### config.mk
export PLATFORM = sky130hd
export DESIGN_NAME = pipeline_hazard_ctrl
export DESIGN_NICKNAME = d
export VERILOG_FILES = /design/src/rtl/pipeline_hazard_ctrl.sv
export SDC_FILE = /design/constraint.sdc
export NUM_CORES = 1
export LEC_CHECK = 0
export CORE_MARGIN = 1.5
export CORE_UTILIZATION = 36
export CTS_BUF_LIST = sky130_fd_sc_hd__clkbuf_2
export DETAILED_ROUTE_END_ITERATION = 10
export HOLD_SLACK_MARGIN = 0.12
export PLACE_DENSITY = 0.79
export SYNTH_ARGS = -nofsm -noshare
export SYNTH_HDL_FRONTEND = slang
export SYNTH_SLANG_ARGS = --single-unit
### constraint.sdc
create_clock -name clk -period 1.93 [get_ports clk]
set_input_delay 0.386 -clock clk [delete_from_list [all_inputs] [get_ports clk]]
set_output_delay 0.386 -clock clk [all_outputs]
set_load 0.02 [all_outputs]
### src/rtl/pipeline_hazard_ctrl.sv
// pipeline_hazard_ctrl: stall/flush sequencer for the 5-stage rv32imc pipeline.
// It handles these cases:
//   - load-use hazards that forwarding cannot resolve
//   - MUL/DIV occupancy of EX
//   - I/D cache-miss freezes
//   - redirects resolved in EX
// Optional feature macro: PIPELINE_HAZARD_PERF_CNT_EN adds saturating
// performance counters for load-use, MDU and freeze stall cycles.
module pipeline_hazard_ctrl #(
   parameter int MUL_LAT = 3,
   parameter int DIV_LAT = 33
`ifdef PIPELINE_HAZARD_PERF_CNT_EN
   ,
   parameter int PERF_W  = 32
`endif
) (
   input  logic       clk,
   input  logic       rst_n,
   input  logic [4:0] id_rs1_addr,
   input  logic [4:0] id_rs2_addr,
   input  logic       id_rs1_used,
   input  logic       id_rs2_used,
   input  logic [4:0] ex_rd_addr,
   input  logic       ex_regf_we,
   input  logic       ex_is_load,
   input  logic       ex_mdu_op,
   input  logic       ex_mdu_is_div,
   input  logic       ex_redirect,
   input  logic       imem_stall,
   input  logic       dmem_stall,
   output logic       if_stall,
   output logic       id_stall,
   output logic       ex_stall,
   output logic       mem_stall,
   output logic       id_flush,
   output logic       ex_bubble,
   output logic       mem_bubble,
   output logic       mdu_busy
`ifdef PIPELINE_HAZARD_PERF_CNT_EN
   ,
   output logic [PERF_W-1:0] perf_lu_cnt,
   output logic [PERF_W-1:0] perf_mdu_cnt,
   output logic [PERF_W-1:0] perf_mem_cnt
`endif
);

   localparam int MAX_LAT = (MUL_LAT > DIV_LAT) ? MUL_LAT : DIV_LAT;
   localparam int CNT_W   = (MAX_LAT > 1) ? $clog2(MAX_LAT) : 1;

   // An op with latency 1 leaves EX in its first cycle and never enters the wait state.
   localparam bit MUL_MULTI = (MUL_LAT > 1);
   localparam bit DIV_MULTI = (DIV_LAT > 1);

   // The entry cycle is itself a stall cycle, so the counter is loaded with LAT-2.
   localparam logic [CNT_W-1:0] MUL_LOAD = CNT_W'((MUL_LAT > 1) ? MUL_LAT - 2 : 0);
   localparam logic [CNT_W-1:0] DIV_LOAD = CNT_W'((DIV_LAT > 1) ? DIV_LAT - 2 : 0);

   typedef enum logic [0:0] {
      ST_RUN      = 1'b0,
      ST_MDU_WAIT = 1'b1
   } state_t;

   state_t           state;
   state_t           state_nxt;
   logic [CNT_W-1:0] mdu_cnt;
   logic [CNT_W-1:0] mdu_cnt_nxt;
   logic             freeze;
   logic             load_use;
   logic             mdu_enter;

   // Hazard detection terms shared by the sequencer.
   always_comb begin
      freeze    = imem_stall | dmem_stall;
      load_use  = ex_is_load & ex_regf_we & (ex_rd_addr != 5'd0) &
                  ((id_rs1_used & (id_rs1_addr == ex_rd_addr)) |
                   (id_rs2_used & (id_rs2_addr == ex_rd_addr)));
      mdu_enter = ex_mdu_op & (ex_mdu_is_div ? DIV_MULTI : MUL_MULTI);
   end

   // FSM state and MDU countdown register; reset abandons any op in flight.
   always_ff @(posedge clk or negedge rst_n) begin
      if (!rst_n) begin
         state   <= ST_RUN;
         mdu_cnt <= '0;
      end else begin
         state   <= state_nxt;
         mdu_cnt <= mdu_cnt_nxt;
      end
   end

   // Next state and per-cycle enables: freeze > redirect > MDU wait > load-use > run.
   always_comb begin
      state_nxt   = state;
      mdu_cnt_nxt = mdu_cnt;
      if_stall    = 1'b0;
      id_stall    = 1'b0;
      ex_stall    = 1'b0;
      mem_stall   = 1'b0;
      id_flush    = 1'b0;
      ex_bubble   = 1'b0;
      mem_bubble  = 1'b0;
      mdu_busy    = (state == ST_MDU_WAIT);

      if (freeze) begin
         // Whole pipe holds; FSM and counter hold, any redirect/MDU entry waits.
         if_stall  = 1'b1;
         id_stall  = 1'b1;
         ex_stall  = 1'b1;
         mem_stall = 1'b1;
      end else begin
         case (state)
            ST_RUN: begin
               if (ex_redirect) begin
                  id_flush  = 1'b1;
                  ex_bubble = 1'b1;
               end else if (mdu_enter) begin
                  state_nxt   = ST_MDU_WAIT;
                  mdu_cnt_nxt = ex_mdu_is_div ? DIV_LOAD : MUL_LOAD;
                  if_stall    = 1'b1;
                  id_stall    = 1'b1;
                  ex_stall    = 1'b1;
                  mem_bubble  = 1'b1;
               end else if (load_use) begin
                  // Load moves on to MEM; forwarding from MEM covers the next cycle.
                  if_stall  = 1'b1;
                  id_stall  = 1'b1;
                  ex_bubble = 1'b1;
               end
            end
            ST_MDU_WAIT: begin
               if (mdu_cnt == '0) begin
                  // Release: the op leaves EX this cycle, so nothing holds.
                  state_nxt = ST_RUN;
               end else begin
                  mdu_cnt_nxt = mdu_cnt - 1'b1;
                  if_stall    = 1'b1;
                  id_stall    = 1'b1;
                  ex_stall    = 1'b1;
                  mem_bubble  = 1'b1;
               end
            end
            default: begin
               state_nxt   = ST_RUN;
               mdu_cnt_nxt = '0;
            end
         endcase
      end

      if (!rst_n) begin
         if_stall   = 1'b0;
         id_stall   = 1'b0;
         ex_stall   = 1'b0;
         mem_stall  = 1'b0;
         id_flush   = 1'b0;
         ex_bubble  = 1'b0;
         mem_bubble = 1'b0;
         mdu_busy   = 1'b0;
      end
   end

`ifdef PIPELINE_HAZARD_PERF_CNT_EN
   function automatic logic [PERF_W-1:0] sat_inc(input logic [PERF_W-1:0] v);
      return (&v) ? v : v + 1'b1;
   endfunction

   // Event counters: only load-use sets if_stall with ex_bubble, only MDU stalls set
   // mem_bubble, and only a freeze sets mem_stall.
   always_ff @(posedge clk or negedge rst_n) begin
      if (!rst_n) begin
         perf_lu_cnt  <= '0;
         perf_mdu_cnt <= '0;
         perf_mem_cnt <= '0;
      end else begin
         if (if_stall & ex_bubble) perf_lu_cnt  <= sat_inc(perf_lu_cnt);
         if (mem_bubble)           perf_mdu_cnt <= sat_inc(perf_mdu_cnt);
         if (mem_stall)            perf_mem_cnt <= sat_inc(perf_mem_cnt);
      end
   end
`endif

endmodule
==> flow_summary.ini <==
[outcome]
status = finished with violations
violations = negative setup slack

[clocking]
clk-insertion-delay-late_ns = 0.22
cts-buffers-inserted = 3
cts_buffer_depth = 2
clock_sinks = 7
cts_root_buf = sky130_fd_sc_hd__clkbuf_2
cts_tree = built
cts.htree.levels = 1
clk_pin_slew_worst_paths_ns = 0.08

[global_route]
grt_antenna_before_repair = 0
grt_pass1_vias = 827
grt_first_pass_wirelength_um = 3353
global_route.overflow_total = 0
globalRouteTotalUtil_pct = 22.58
pin_count_of_the_biggest_net_entering_global_routing = 10

[route]
drtIter0Drc = 13
wirelength_um = 2283
route.detailed.drc = 0
routed_wire_length_per_instance_um = 14.63
viasPerCell = 5.372
vias = 838
detail_route.first_pass.iterations = 4
drtAntennaViolNets = 0

[setup_path]
worst_setup_path_start_kind = flop
r2r.worst_path.cells = 8
r2r_setup_slack_ns = 0.04
timing.rr.end = mdu_cnt[0]
cp.arrival_ns = 1.93
setup_crit_end_kind = output pin
worst_endpoint_required_time_ns = 1.54
critical_path.reg2reg.startpoint = mdu_cnt[0]
setup.worst_path.class = flop to output pin
critical_path_peak_fanout = 3
critical_path.startpoint = mdu_cnt[0]

[cells_and_area]
post_route_cells_drive_above_1_share_pct = 52.52
n_antenna_cell = 0
layout_common_cells = sky130_fd_sc_hd__buf_4 (31), sky130_fd_sc_hd__xor2_1 (8), sky130_fd_sc_hd__dlygate4sd2_1 (7), sky130_fd_sc_hd__dfrtp_1 (7)
final_net_count = 167
areaGrowthSynthToFinish_pct = 106.1
num-fill-cells = 123
multi_input_area_um2 = 536.8
seq_area_um2 = 175.2
layout_commonest_cell = sky130_fd_sc_hd__buf_4
final_cell_count_no_fill = 156

[timing]
worst_slew_pin_slew_ns = 0.3163
timing.fmax_mhz = 431.1
final-hold-violation-count = 0
final_min_period_over_clock_period_pct = 120.2
drv_slew = 0
clock_skew_ns = 0.001735
period_needed_ns = 2.320
finalWorstSetupSlack_ns = -0.3899
grt_setup_unrepaired = yes
finalSetupViolations = 5
relSlewSlack_pct = 78.64

[power_and_ir_drop]
powerDensity_nw_per_um2 = 777.5
fin_total_pwr_mw = 1.019
vdd.ir_drop.worst_uv = 582.9
leakagePower_nw = 0.6211

[logic_synthesis]
syn-mean-instance-area_um2 = 8.707
postSynth.asyncResetShare_pct = 100.0
post_synth_num_cell_types = 36
synth_cells = 73
synth_enable_flop_cells = 0
postSynth.topFlopCell = sky130_fd_sc_hd__dfrtp_1
synth.ff_latch_count = 7
seq_area_frac_synth_pct = 27.56
synth_area_um2 = 635.6
mappedNetlistNets = 100
yosysWarnings = 0

[floorplanning]
die-width_um = 45.02
num_rows = 15
dieHeight_um = 45.02
design.portCount = 34
coreArea_um2 = 1689
design.die.area_um2 = 2027
start_util_pct = 37.63

[hold_path]
hp-class = primary input to asynchronous set/reset pin

[placement]
post-dp-hpwl_um = 1671
portBuffers = 33
dp_cells = 145
place.gp.congestion = 0.8319

[flow_run]
timing.max_cap.violations = 0
-- area by class of cell --
cell class | instances | area share (%)
inverters | 5 | 1.433
well taps | 17 | 1.624
clock buffers | 4 | 1.528
repair buffers | 64 | 41.07
flip-flops and latches | 7 | 13.37
multi-input cells | 59 | 40.97
-- kinds of logic after synthesis --
logic type / synth area share, %
simple gates: 25.59
compound gates: 26.38
xor+xnor: 13.78
buf+inv: 4.725
flops: 27.56
fa+ha+maj: 1.968
-- per-layer routing --
metal	GRT usage, %	wire (um)	vias up	share of wire, %
met1	25.50	930	385	41
met2	41.71	1159	41	51
met5	0	0	-	0
li1	-	-	410	-
met4	8.235	18	0	0.79
met3	4.000	175	2	7.7
-- sequential cells by signal, summed over array words and instances (netlist names) --
signal,count
mdu_cnt,6
state,1
-- worst max-delay path by stage --
stage          cells after the start       end
6_report                           8  if_stall
3_3_place_gp                       6  if_stall
2_1_floorplan                      7  if_stall
3_5_place_dp                       6  if_stall
5_1_grt                            8  if_stall
4_1_cts                            8  if_stall
-- through the flow --
step / TNS [ns] / area, um^2 / util (%) / hold WS [ns] / worst slack [ns]
2_1_floorplan: -0.2254 / 669.4 / - / 0.09041 / -0.1635
3_3_place_gp: -5.134 / 1190 / 70.44 / 0.5112 / -0.9035
3_5_place_dp: -5.387 / 1190 / 70.44 / 0.5213 / -0.9642
4_1_cts: -1.575 / 1262 / 74.74 / 0.2602 / -0.4271
5_1_grt: -1.920 / 1310 / 77.56 / 0.2905 / -0.4770
6_report: -1.488 / 1310 / 77.56 / 0.3123 / -0.3899
-- cells in the mapped netlist, types with 2 or more instances --
cell                       n  share of area, %
sky130_fd_sc_hd__xnor2_1   2               2.8
sky130_fd_sc_hd__nand3_1   4               3.1
sky130_fd_sc_hd__nor3_1    2               1.6
sky130_fd_sc_hd__o21a_1    2               2.4
sky130_fd_sc_hd__and2_1    3               3.0
sky130_fd_sc_hd__xor2_1    8                11
sky130_fd_sc_hd__dfrtp_1   7                28
sky130_fd_sc_hd__or4_1     2               2.4
sky130_fd_sc_hd__o311ai_0  2               2.8
sky130_fd_sc_hd__nand2_1   3               1.8
sky130_fd_sc_hd__a21o_1    3               3.5
sky130_fd_sc_hd__nor4_1    2               2.0
sky130_fd_sc_hd__nor2_1    2               1.2
sky130_fd_sc_hd__nor3b_1   2               2.4
sky130_fd_sc_hd__o21ai_0   3               2.4
sky130_fd_sc_hd__or2_2     2               2.0
sky130_fd_sc_hd__inv_1     5               3.0
-- critical path: stages (launching register included) --
cell,delay (ns)
sky130_fd_sc_hd__dfrtp_1,0.40
sky130_fd_sc_hd__inv_2,0.08
sky130_fd_sc_hd__ha_4,0.13
sky130_fd_sc_hd__or3b_4,0.37
sky130_fd_sc_hd__o21a_1,0.22
sky130_fd_sc_hd__o21ai_2,0.14
sky130_fd_sc_hd__buf_4,0.13
sky130_fd_sc_hd__o41ai_4,0.07
sky130_fd_sc_hd__buf_4,0.16
-- report_power, final --
group | internal [mW] | total (mW) | switching [mW] | leakage [nW]
clock network | 0.0552 | 0.108 | 0.0530 | 0.0166
registers | 0.208 | 0.249 | 0.0402 | 0.0812
logic | 0.382 | 0.662 | 0.280 | 0.523
total | 0.646 | 1.02 | 0.373 | 0.621
-- timing repair --
| item | in CTS | in global routing |
|---|---|---|
| pin swaps | 16 | 13 |
| endpoints found under the hold margin | 1 | 0 |
| resized for setup | 95 | 12 |
| hold buffers | 1 | 0 |
| setup endpoints to repair | 8 | 10 |
| setup buffers | 4 | 2 |
No activity file was read; power rests on OpenSTA's default activity.
